### src/rtl/imem_ctrl_pkg.sv
// Shared constants for the instruction-memory load controller.
//   - FSM state encoding (also exported on o_state for debug)
//   - debug-unit command codes
//   - default end-of-program / halt instruction word
package imem_ctrl_pkg;

    localparam logic [2:0] ST_IDLE = 3'd0;
    localparam logic [2:0] ST_LOAD = 3'd1;
    localparam logic [2:0] ST_RUN  = 3'd2;
    localparam logic [2:0] ST_STEP = 3'd3;
    localparam logic [2:0] ST_DONE = 3'd4;

    localparam logic [1:0] CMD_LOAD  = 2'b00;
    localparam logic [1:0] CMD_RUN   = 2'b01;
    localparam logic [1:0] CMD_STEP  = 2'b10;
    localparam logic [1:0] CMD_ABORT = 2'b11;

    localparam logic [31:0] HALT_WORD_DEF = 32'hFFFF_FFFF;

endpackage

### src/rtl/word_assembler.sv
// Packs a byte stream into 32-bit big-endian words (first byte -> [31:24]).
// Ports:
//   i_clk, i_rst_n : clock, async active-low reset
//   clear          : drop any partial word, restart at byte 0
//   byte_valid     : byte strobe (already qualified by the caller)
//   byte_in        : program byte
//   word           : assembled word, meaningful while word_valid is high
//   word_valid     : high in the cycle the 4th byte of a word is presented
module word_assembler (
    input  logic        i_clk,
    input  logic        i_rst_n,
    input  logic        clear,
    input  logic        byte_valid,
    input  logic [7:0]  byte_in,
    output logic [31:0] word,
    output logic        word_valid
);

    logic [1:0]  cnt;
    logic [23:0] shreg;

    always_ff @(posedge i_clk or negedge i_rst_n) begin
        if (!i_rst_n) begin
            cnt   <= 2'd0;
            shreg <= 24'd0;
        end else if (clear) begin
            cnt   <= 2'd0;
            shreg <= 24'd0;
        end else if (byte_valid) begin
            cnt   <= cnt + 2'd1;
            shreg <= {shreg[15:0], byte_in};
        end
    end

    // The 4th byte is merged combinationally so the caller can register the
    // memory write on the same edge that samples that byte.
    assign word       = {shreg, byte_in};
    assign word_valid = byte_valid && !clear && (cnt == 2'd3);

endmodule

### src/rtl/imem_load_ctrl.sv
// Instruction-memory load / CPU gating sequencer.
// Loads a byte stream from the debug unit into consecutive instruction
// memory words, then gates the PC/pipeline for free-run or single-step
// execution until the pipeline reports HALT.
// Ports:
//   i_clk, i_rst_n           : clock, async active-low reset
//   i_cmd_valid, i_cmd       : command strobe / code (LOAD, RUN, STEP, ABORT)
//   i_byte_valid, i_byte     : program byte stream
//   i_cpu_halt               : pipeline retired the halt word (level)
//   o_mem_we/waddr/wdata     : instruction memory write port
//   o_cpu_en                 : PC/pipeline advance enable
//   o_pc_clear               : one-cycle PC clear at load start
//   o_load_done              : one-cycle pulse at load completion
//   o_overflow               : sticky, memory filled without a halt word
//   o_word_count             : words written in the last/current load
//   o_state                  : FSM state for debug
module imem_load_ctrl
    import imem_ctrl_pkg::*;
#(
    parameter int          ADDR_W    = 8,
    parameter logic [31:0] HALT_WORD = HALT_WORD_DEF
) (
    input  logic              i_clk,
    input  logic              i_rst_n,
    input  logic              i_cmd_valid,
    input  logic [1:0]        i_cmd,
    input  logic              i_byte_valid,
    input  logic [7:0]        i_byte,
    input  logic              i_cpu_halt,
    output logic              o_mem_we,
    output logic [ADDR_W-1:0] o_mem_waddr,
    output logic [31:0]       o_mem_wdata,
    output logic              o_cpu_en,
    output logic              o_pc_clear,
    output logic              o_load_done,
    output logic              o_overflow,
    output logic [ADDR_W:0]   o_word_count,
    output logic [2:0]        o_state
);

    localparam logic [ADDR_W:0] LAST_ADDR = {1'b0, {ADDR_W{1'b1}}};
    localparam logic [ADDR_W:0] ONE       = {{ADDR_W{1'b0}}, 1'b1};

    logic [2:0]  state;
    logic        cmd_load, cmd_run, cmd_step, cmd_abort;
    logic        asm_clear, asm_byte_valid;
    logic [31:0] asm_word;
    logic        asm_word_valid;

    assign cmd_load  = i_cmd_valid && (i_cmd == CMD_LOAD);
    assign cmd_run   = i_cmd_valid && (i_cmd == CMD_RUN);
    assign cmd_step  = i_cmd_valid && (i_cmd == CMD_STEP);
    assign cmd_abort = i_cmd_valid && (i_cmd == CMD_ABORT);

    // A byte that collides with any command is dropped, even an ignored one.
    assign asm_byte_valid = i_byte_valid && (state == ST_LOAD) && !i_cmd_valid;

    // Restart assembly on load entry and throw away a partial word on abort.
    assign asm_clear = (((state == ST_IDLE) || (state == ST_DONE)) && cmd_load) ||
                       ((state == ST_LOAD) && cmd_abort);

    word_assembler u_asm (
        .i_clk      (i_clk),
        .i_rst_n    (i_rst_n),
        .clear      (asm_clear),
        .byte_valid (asm_byte_valid),
        .byte_in    (i_byte),
        .word       (asm_word),
        .word_valid (asm_word_valid)
    );

    always_ff @(posedge i_clk or negedge i_rst_n) begin
        if (!i_rst_n) begin
            state        <= ST_IDLE;
            o_mem_we     <= 1'b0;
            o_mem_waddr  <= '0;
            o_mem_wdata  <= 32'd0;
            o_cpu_en     <= 1'b0;
            o_pc_clear   <= 1'b0;
            o_load_done  <= 1'b0;
            o_overflow   <= 1'b0;
            o_word_count <= '0;
        end else begin
            o_mem_we    <= 1'b0;
            o_pc_clear  <= 1'b0;
            o_load_done <= 1'b0;

            case (state)
                ST_IDLE, ST_DONE: begin
                    o_cpu_en <= 1'b0;
                    if (cmd_load) begin
                        state        <= ST_LOAD;
                        o_pc_clear   <= 1'b1;
                        o_word_count <= '0;
                        o_overflow   <= 1'b0;
                    end else if (cmd_abort) begin
                        state <= ST_IDLE;
                    end else if (state == ST_IDLE && cmd_run) begin
                        // Enable follows one edge after entering RUN.
                        state <= ST_RUN;
                    end else if (state == ST_IDLE && cmd_step) begin
                        // The single enable cycle starts right at entry.
                        state    <= ST_STEP;
                        o_cpu_en <= 1'b1;
                    end
                end

                ST_LOAD: begin
                    o_cpu_en <= 1'b0;
                    if (cmd_abort) begin
                        state <= ST_IDLE;
                    end else if (asm_word_valid) begin
                        o_mem_we     <= 1'b1;
                        o_mem_waddr  <= o_word_count[ADDR_W-1:0];
                        o_mem_wdata  <= asm_word;
                        o_word_count <= o_word_count + ONE;
                        if (asm_word == HALT_WORD) begin
                            o_load_done <= 1'b1;
                            state       <= ST_IDLE;
                        end else if (o_word_count == LAST_ADDR) begin
                            // Top word written without a halt: stop, never wrap.
                            o_overflow  <= 1'b1;
                            o_load_done <= 1'b1;
                            state       <= ST_IDLE;
                        end
                    end
                end

                ST_RUN: begin
                    if (cmd_abort) begin
                        state    <= ST_IDLE;
                        o_cpu_en <= 1'b0;
                    end else if (i_cpu_halt) begin
                        state    <= ST_DONE;
                        o_cpu_en <= 1'b0;
                    end else begin
                        o_cpu_en <= 1'b1;
                    end
                end

                ST_STEP: begin
                    o_cpu_en <= 1'b0;
                    if (!cmd_abort && i_cpu_halt) state <= ST_DONE;
                    else                          state <= ST_IDLE;
                end

                default: begin
                    state    <= ST_IDLE;
                    o_cpu_en <= 1'b0;
                end
            endcase
        end
    end

    assign o_state = state;

endmodule

### config.mk
export PLATFORM = sky130hd
export DESIGN_NAME = imem_load_ctrl
export DESIGN_NICKNAME = d
export VERILOG_FILES = /design/src/rtl/imem_ctrl_pkg.sv /design/src/rtl/word_assembler.sv /design/src/rtl/imem_load_ctrl.sv
export SDC_FILE = /design/constraint.sdc
export NUM_CORES = 1
export LEC_CHECK = 0
export BUFFER_PORTS_ARGS = -buffer_cell sky130_fd_sc_hd__buf_2
export CAP_MARGIN = 10
export CORE_UTILIZATION = 40
export CTS_BUF_LIST = sky130_fd_sc_hd__clkbuf_4 sky130_fd_sc_hd__clkbuf_8
export DETAILED_ROUTE_END_ITERATION = 12
export GPL_TIMING_DRIVEN = 0
export PLACE_DENSITY_LB_ADDON = 0.05
export SETUP_SLACK_MARGIN = 0.4
export SYNTH_ARGS = -nofsm -noshare
export SYNTH_HDL_FRONTEND = slang
export SYNTH_SLANG_ARGS = --single-unit
### constraint.sdc
create_clock -name i_clk -period 2.18 [get_ports i_clk]
set_input_delay 0.109 -clock i_clk [delete_from_list [all_inputs] [get_ports i_clk]]
set_output_delay 0.109 -clock i_clk [all_outputs]
set_load 0.02 [all_outputs]
==> out/results.tsv, run 1 <==
stage	metric	value	unit
run_status	status	finished, final reports clean	
finish	seqCellArea	0.00208	mm2
floorplanning	initial_core_util	0.423	
clock_network	h-tree-depth	3	
setup_path	slowest_stage	or4b_4	
finish	drive_gt1_frac	0.286	
clock_network	clkSlewWorstSetupHoldPaths	0.09	ns
clock_network	cts_inserted_buffers	9	
sta	grt_setup_unrepaired	yes	
sta	finalSetupViolCount	0	
setup_path	cp-end-kind	register	
global_route	grtUsageMet3	0.0439	
global_route	gr-usage-met1	0.288	
placed_design	post-dp-hpwl	5.29	mm
routing	drc	0	
clock_network	cts_tree	built	
yosys	syn-cell-area	0.00334	mm2
routing	drt_pre_antenna_iters	4	
routing	routed_via_density	4.99	
routing	vias	2637	
global_route	grt_pass1_vias	2586	
clock_network	clock_sinks	83	
sta	fin_crit	1.76	ns
power_and_ir_drop	peakVddDrop	0.000541	V
global_route	grt.busiest_layer	met2	
setup_path	arrival	2.05	ns
setup_path	required	2.47	ns
floorplanning	die_x	93.4	um
placed_design	gp_congestion	0.803	
floorplanning	core-area	0.00789	mm2
flow_run	drv_cap	0	
sta	hold_violations	0	
setup_path	path_class	reg2reg	
finish	fill_cells	758	
yosys	yosysSeqAreaShare	0.622	
placed_design	dp_slack	-0.0215	ns
sta	fmax	568	MHz
global_route	grt.total_usage	0.199	
placed_design	io_buffers	71	
finish	multi_input_area	0.00124	mm2
global_route	grt_max_degree	65	
sta	drv_slew	0	
floorplanning	row_count	32	
routing	drt_wl_total	7.82	mm
sta	fin_skew	0.0126	ns
routing	drt_iter0_drc	105	
routing	wl_per_cell	14.8	um
setup_path	worstPathMaxFanout	7	
floorplanning	fp.dieH	93.4	um
sta	hold_ws	0.0155	ns
clock_network	clock_latency	0.35	ns
yosys	synth_area_per_cell	10.3	um2
finish	final_cell_area	0.00428	mm2
clock_network	cts_root_buf	clkbuf_8	
clock_network	clock_path_buffers	2	
sta	fin_crit_sh	0.808	
floorplanning	dieArea	0.00872	mm2
routing	antenna_left	0	
sta	tightest_slew	0.328	ns
placed_design	place_area	0.00387	mm2
sta	relSlewSlack	0.781	
sta	fin_ws	0.419	ns
finish	final_nets	440	
global_route	grtUsageMet2	0.292	
global_route	grt_first_pass_wirelength	13.1	mm
setup_path	path_cells	or4b_4 -> a2bb2oi_4 -> or4_1 -> nand3_1	
global_route	antenna_found_initial	0	
yosys	synthCells	325	
yosys	synth.distinct_cells	34	
finish	area_growth	28.2	%
global_route	grt-ovfl-total	0	
power_and_ir_drop	power.density	1080	mW/mm2
yosys	ys_ff_latch	83	
yosys	synth_warnings	0	
yosys	synth_fp_nets	343	
setup_path	slowest_delay	0.58	ns
finish	diodes	0	
setup_path	start_kind	register	
min_path	hold_path_class	in2reg	
power_and_ir_drop	leakage	2.33	nW
floorplanning	pin_count	72	
-- layer usage --
layer	part of all wire	wire length, um
met2	0.45	3550
met1	0.49	3850
met3	0.040	312
met5	0	0
met4	0.013	104
-- worst max-delay path, delay by kind of cell (launching register included) --
| family | cells | cell delay (ns) |
|---|---|---|
| flops | 1 | 0.46 |
| simple gates | 3 | 1.08 |
| compound gates | 1 | 0.17 |
-- cell usage in the layout (no fill, tap or decap), types with 2 or more instances in the layout --
| cell type | instances |
|---|---|
| a32o_1 | 2 |
| dlygate4sd3_1 | 7 |
| bufinv_16 | 2 |
| dfrtp_1 | 80 |
| a22o_1 | 26 |
| and3_1 | 2 |
| inv_1 | 2 |
| o21ai_1 | 4 |
| dfrtp_2 | 3 |
| a21o_1 | 2 |
| ha_1 | 3 |
| buf_4 | 10 |
| nor2_1 | 6 |
| clkbuf_2 | 4 |
| a21oi_1 | 3 |
| buf_2 | 74 |
| and3b_1 | 2 |
| nor4_1 | 3 |
| nor2_4 | 2 |
| clkbuf_8 | 10 |
| o21ai_0 | 4 |
| buf_6 | 3 |
| and2_1 | 2 |
| or4_1 | 2 |
| nand2_1 | 131 |
| nand3_1 | 6 |
| nand2b_1 | 2 |
| nand3b_1 | 2 |
| nand4_1 | 9 |
-- flip-flops by register name (all words and copies together), names as in the netlist --
signal,cells
o_mem_wdata,32
u_asm.shreg,24
o_word_count,9
o_mem_waddr,8
o_state,3
u_asm.cnt,2
o_cpu_en,1
o_load_done,1
o_mem_we,1
o_overflow,1
o_pc_clear,1
-- logic make-up (layout without fill, tap and decap cells) --
kind of cell	count (synthesis)	in the layout	synth area share
AO/OA/AOI/OAI	45	45	0.106
XOR/XNOR	2	2	0.00525
adder cells (fa/ha/maj)	3	3	0.0112
buffers and inverters	17	118	0.0225
flip-flops	83	83	0.622
multiplexers	1	1	0.00337
AND/OR/NAND/NOR	174	174	0.230
-- report_power, final --
group	total (W)	leakage (nW)	switching [W]	internal, W
logic	0.00124	1.13	0.000783	0.000458
clock network	0.00122	0.113	0.000530	0.000686
registers	0.00218	1.10	0.000258	0.00192
-- final timing paths --
check / start / endpoint / slack (ns) / cells past startpoint
max in group asynchronous: i_rst_n / o_mem_wdata[30]$_DFFE_PN0P_ / 1.39 / 3
min: i_cpu_halt / o_state[2]$_DFFE_PN0P_ / 0.02 / 2
max: o_state[0]$_DFFE_PN0P_ / o_word_count[4]$_DFFE_PN0P_ / 0.42 / 4
min reg2reg: o_mem_wdata[15]$_DFFE_PN0P_ / o_mem_wdata[15]$_DFFE_PN0P_ / 0.47 / 2
max reg2reg: o_state[0]$_DFFE_PN0P_ / o_word_count[4]$_DFFE_PN0P_ / 0.42 / 4
min in group asynchronous: i_rst_n / o_pc_clear$_DFF_PN0_ / 0.19 / 2
-- repair_timing --
action,4_1_cts,5_1_grt
hold buffers,7,0
endpoints found under the hold margin,41,0
setup endpoints to repair,70,63
buffers inserted,6,1
resized for setup,10,17
pin swaps,4,2
-- cell usage after synthesis --
cell type | instances | area share
nor2_4 | 1 | 0.0034
and3_1 | 2 | 0.0037
a32o_1 | 2 | 0.0060
nand4_1 | 9 | 0.017
o22ai_1 | 1 | 0.0019
or4b_4 | 1 | 0.0041
nand3_1 | 6 | 0.0090
nor4b_1 | 1 | 0.0026
xnor2_1 | 1 | 0.0026
and3b_1 | 2 | 0.0052
nor4_1 | 3 | 0.0056
buf_2 | 9 | 0.013
nand3b_1 | 2 | 0.0045
xor2_1 | 1 | 0.0026
a21oi_1 | 4 | 0.0060
ha_1 | 3 | 0.011
nand2b_1 | 2 | 0.0037
o21ai_1 | 4 | 0.0060
inv_1 | 2 | 0.0022
and2_1 | 2 | 0.0037
nor2_1 | 7 | 0.0079
nor3b_2 | 1 | 0.0037
a2bb2oi_2 | 1 | 0.0045
a22o_1 | 26 | 0.068
mux2_2 | 1 | 0.0034
clkbuf_1 | 4 | 0.0045
or4_1 | 2 | 0.0045
a31o_1 | 1 | 0.0026
o21ai_0 | 4 | 0.0060
dfrtp_1 | 83 | 0.62
or3b_2 | 1 | 0.0026
inv_2 | 2 | 0.0022
nand2_1 | 132 | 0.15
a21o_1 | 2 | 0.0045
-- through the flow --
stage           util  std cells  TNS [ns]  total power (W)
2_1_floorplan      -        325         0          0.00293
3_3_place_gp   0.486        498    -0.527          0.00340
3_5_place_dp   0.490        499    -0.125          0.00343
4_1_cts        0.537        527         0          0.00468
5_1_grt        0.543        528         0          0.00494
6_report       0.543        528         0          0.00464
-- area by class of cell --
class                      instances  share of cell area
tap                              102              0.0298
multi-input combinational        225               0.289
sequential                        83               0.486
clock buffer                      11              0.0339
timing repair buffer              86               0.120
inverter                           4             0.00409
buffer                            13              0.0190
clock inverter                     4              0.0172
Note: power is estimated with default switching activity, not from simulation.
==> run 2, diff against run 1 <==
==> constraint.sdc (replaced) <==
create_clock -name i_clk -period 1.63 [get_ports i_clk]
set_input_delay 0.0815 -clock i_clk [delete_from_list [all_inputs] [get_ports i_clk]]
set_output_delay 0.0815 -clock i_clk [all_outputs]
set_load 0.02 [all_outputs]
==> run 2 against run 1 <==
Against the previous run:
- the flow now finishes with violations (setup timing)
- register-to-register slack lost 0.53 ns
- hold slack better by 0.00088 ns
- flip-flop and latch count is the same
- clock power up 12%
- sequential power rose by 35%
- sequential share of layout area decreased by 7.1 points
- core utilization up 9.6 points
- final cell count rose by 8.1%
- first-iteration DRC count rose by 10%
- power is 37% higher
- fmax up 1.2%
- non-clock buffer count up 41
- largest cell class unchanged
==> out/results.tsv, run 2 (synthesis results as in run 1) <==
stage	metric	value	unit	change
setup_path	timing.rr.start	o_state[1]$_DFFE_PN0P_		was o_state[0]$_DFFE_PN0P_
floorplanning	initial_core_util	0.423		unchanged
setup_path	rr_worst_depth	4		unchanged
flow_run	drv_cap	0		unchanged
routing	drc	0		unchanged
global_route	grt_first_pass_wirelength	14.2	mm	was 13.1 mm
min_path	hold_path_class	in2reg		unchanged
sta	tightest_slew	0.413	ns	was 0.328 ns
placed_design	io_buffers	71		unchanged
floorplanning	dieArea	0.00872	mm2	unchanged
placed_design	post-dp-hpwl	5.33	mm	was 5.29 mm
sta	relSlewSlack	0.725		was 0.781
finish	diodes	0		unchanged
min_path	holdCritStartpoint	i_byte[6]		was i_cpu_halt
setup_path	worst_r2r_endpoint	o_word_count[4]$_DFFE_PN0P_		unchanged
min_path	min_path_cells	2		unchanged
placed_design	place_area	0.00388	mm2	was 0.00387 mm2
global_route	antenna_found_initial	0		unchanged
global_route	grt_max_degree	56		was 65
power_and_ir_drop	switching_power	0.00227	W	was 0.00157 W
setup_path	r2r_slack	-0.11	ns	was 0.42 ns
routing	wl_per_cell	16.1	um	was 14.8 um
min_path	worstHoldEndpoint	u_asm.shreg[6]$_DFFE_PN0P_		was o_state[2]$_DFFE_PN0P_
setup_path	path_class	reg2reg		unchanged
routing	drt_pre_antenna_iters	4		unchanged
power_and_ir_drop	power_frac_clock	0.215		was 0.262
sta	fin_crit	1.74	ns	was 1.76 ns
sta	finalSetupViolCount	36		was 0
global_route	grt-ovfl-total	0		unchanged
routing	drt_iter0_drc	116		was 105
finish	final_nets	482		was 440
sta	fin_skew	0.00651	ns	was 0.0126 ns
global_route	grt.total_usage	0.214		was 0.199
setup_path	cp-end-kind	register		unchanged
power_and_ir_drop	p_seq_frac	0.464		was 0.470
finish	largest_register	o_mem_wdata		unchanged
clock_network	cts_root_buf	clkbuf_8		unchanged
power_and_ir_drop	power.density	1260	mW/mm2	was 1080 mW/mm2
power_and_ir_drop	peakVddDrop	0.000802	V	was 0.000541 V
sta	grt_setup_unrepaired	yes		unchanged
setup_path	worstPathMaxFanout	5		was 7
clock_network	clock_latency	0.35	ns	about the same
clock_network	clock_sinks	83		unchanged
power_and_ir_drop	internal_power	0.00409	W	was 0.00306 W
routing	drt_wl_total	9.18	mm	was 7.82 mm
power_and_ir_drop	switching_share	0.357		was 0.339
routing	vias	2945		was 2637
finish	area_growth	50.9	%	was 28.2%
finish	top_regs	o_mem_wdata x32, u_asm.shreg x24, o_word_count x9		unchanged
clock_network	h-tree-depth	3		unchanged
finish	final_core_util	0.638		was 0.543
power_and_ir_drop	leakage	2.62	nW	was 2.33 nW
finish	layout_common_cells	nand2_1, dfrtp_1, buf_2, nand2_2		was nand2_1, dfrtp_1, buf_2, a22o_1
clock_network	clock_path_buffers	2		unchanged
setup_path	start_kind	register		unchanged
floorplanning	die_x	93.4	um	unchanged
routing	routed_via_density	5.16		was 4.99
sta	fin_ws	-0.111	ns	was 0.419 ns
clock_network	cts_inserted_buffers	9		unchanged
floorplanning	core-area	0.00789	mm2	unchanged
floorplanning	pin_count	72		unchanged
sta	fmax	574	MHz	was 568 MHz
sta	drv_slew	0		unchanged
finish	final_cell_area	0.00504	mm2	was 0.00428 mm2
sta	hold_violations	0		unchanged
floorplanning	fp.dieH	93.4	um	unchanged
finish	final_common_cell	nand2_1		unchanged
clock_network	clkSlewWorstSetupHoldPaths	0.08	ns	was 0.09 ns
run_status	violations	setup timing		
global_route	grt_pass1_vias	2762		was 2586
power_and_ir_drop	p_comb_frac	0.321		was 0.268
finish	drive_gt1_frac	0.446		was 0.286
sta	fin_crit_sh	1.07		was 0.808
finish	largest_reg_flops	32		unchanged
setup_path	arrival	2.02	ns	was 2.05 ns
placed_design	gp_congestion	0.789		was 0.803
setup_path	required	1.91	ns	was 2.47 ns
floorplanning	row_count	32		unchanged
clock_network	cts_tree	built		unchanged
run_status	status	finished, violations left		was finished, final reports clean
routing	antenna_left	0		unchanged
[run 2: cell types whose count changed in the layout (fill, tap and decap cells not counted), sizes merged]
cell         before  now
clkbuf           15   14
bufinv            2    0
buf              88  124
clkinvlp          0    2
dlygate4sd3       7   14
inv               5    3
clkinv            1    4
[run 2: through the flow]
step                setup TNS, ns  hold WS [ns]  power, W  worst slack [ns]  instances
floorplan                   -2.09        -0.214   0.00394            -0.100        325
detailed placement         -25.52        0.0433   0.00460            -0.533        499
global route                -3.25        0.0140   0.00674            -0.131        571
CTS                        -0.381       0.00125   0.00633           -0.0776        559
global placement           -42.63         0.316   0.00456            -0.525        498
finish                      -1.24        0.0164   0.00637            -0.111        571
[run 2: final cells by class]
type	count	area, um2
Inverter	4	41.3
Timing Repair Buffer	127	1000
Tap cell	102	128
Multi-Input combinational cell	225	1410
Timing Repair inverter	1	16.3
Clock inverter	4	25.0
Sequential cell	83	2090
Fill cell	651	2850
Buffer	13	165
Clock buffer	12	159
[run 2: routing by layer]
| metal | vias up | part of all wire | global-route usage |
|---|---|---|---|
| li1 | 1383 | - | - |
| met1 | 1454 | 0.47 | 0.324 |
| met2 | 92 | 0.46 | 0.307 |
| met3 | 16 | 0.044 | 0.0382 |
| met4 | 0 | 0.018 | 0.0718 |
| met5 | - | 0 | 0 |
[run 2: timing repair]
action	4_1_cts	5_1_grt
pin swaps	25	6
hold buffers	13	1
endpoints found under the setup margin	80	82
gates cloned	4	3
resized for setup	98	25
hold endpoints to repair	40	1
setup buffers	27	8
[run 2: power by group through the flow]
stage | combinational (W) | clock (W) | sequential [W]
5_1_grt | 0.00222 | 0.00150 | 0.00301
4_1_cts | 0.00198 | 0.00141 | 0.00294
6_report | 0.00204 | 0.00137 | 0.00295
3_3_place_gp | 0.00161 | 0 | 0.00295
3_5_place_dp | 0.00164 | 0 | 0.00296
2_1_floorplan | 0.000524 | 0 | 0.00341
[run 2: worst max path at each step]
stage | start | endpoint | slack, ns | cells after the start
final | o_state[1]$_DFFE_PN0P_ | o_word_count[4]$_DFFE_PN0P_ | -0.11 | 4
after CTS | o_state[1]$_DFFE_PN0P_ | o_word_count[4]$_DFFE_PN0P_ | -0.08 | 4
after global placement | o_state[2]$_DFFE_PN0P_ | o_mem_waddr[2]$_DFFE_PN0P_ | -0.53 | 6
after global routing | o_state[0]$_DFFE_PN0P_ | o_word_count[4]$_DFFE_PN0P_ | -0.13 | 4
after detailed placement | o_state[2]$_DFFE_PN0P_ | o_mem_waddr[1]$_DFFE_PN0P_ | -0.53 | 6
after floorplan | o_state[0]$_DFFE_PN0P_ | o_word_count[4]$_DFFE_PN0P_ | -0.10 | 4
[run 2: worst max-delay path, stage by stage, from the launching register on]
cell       delay (ns)
dfrtp_2          0.46
or4b_4           0.52
a2bb2oi_4        0.19
or4_1            0.41
nand3_1          0.09
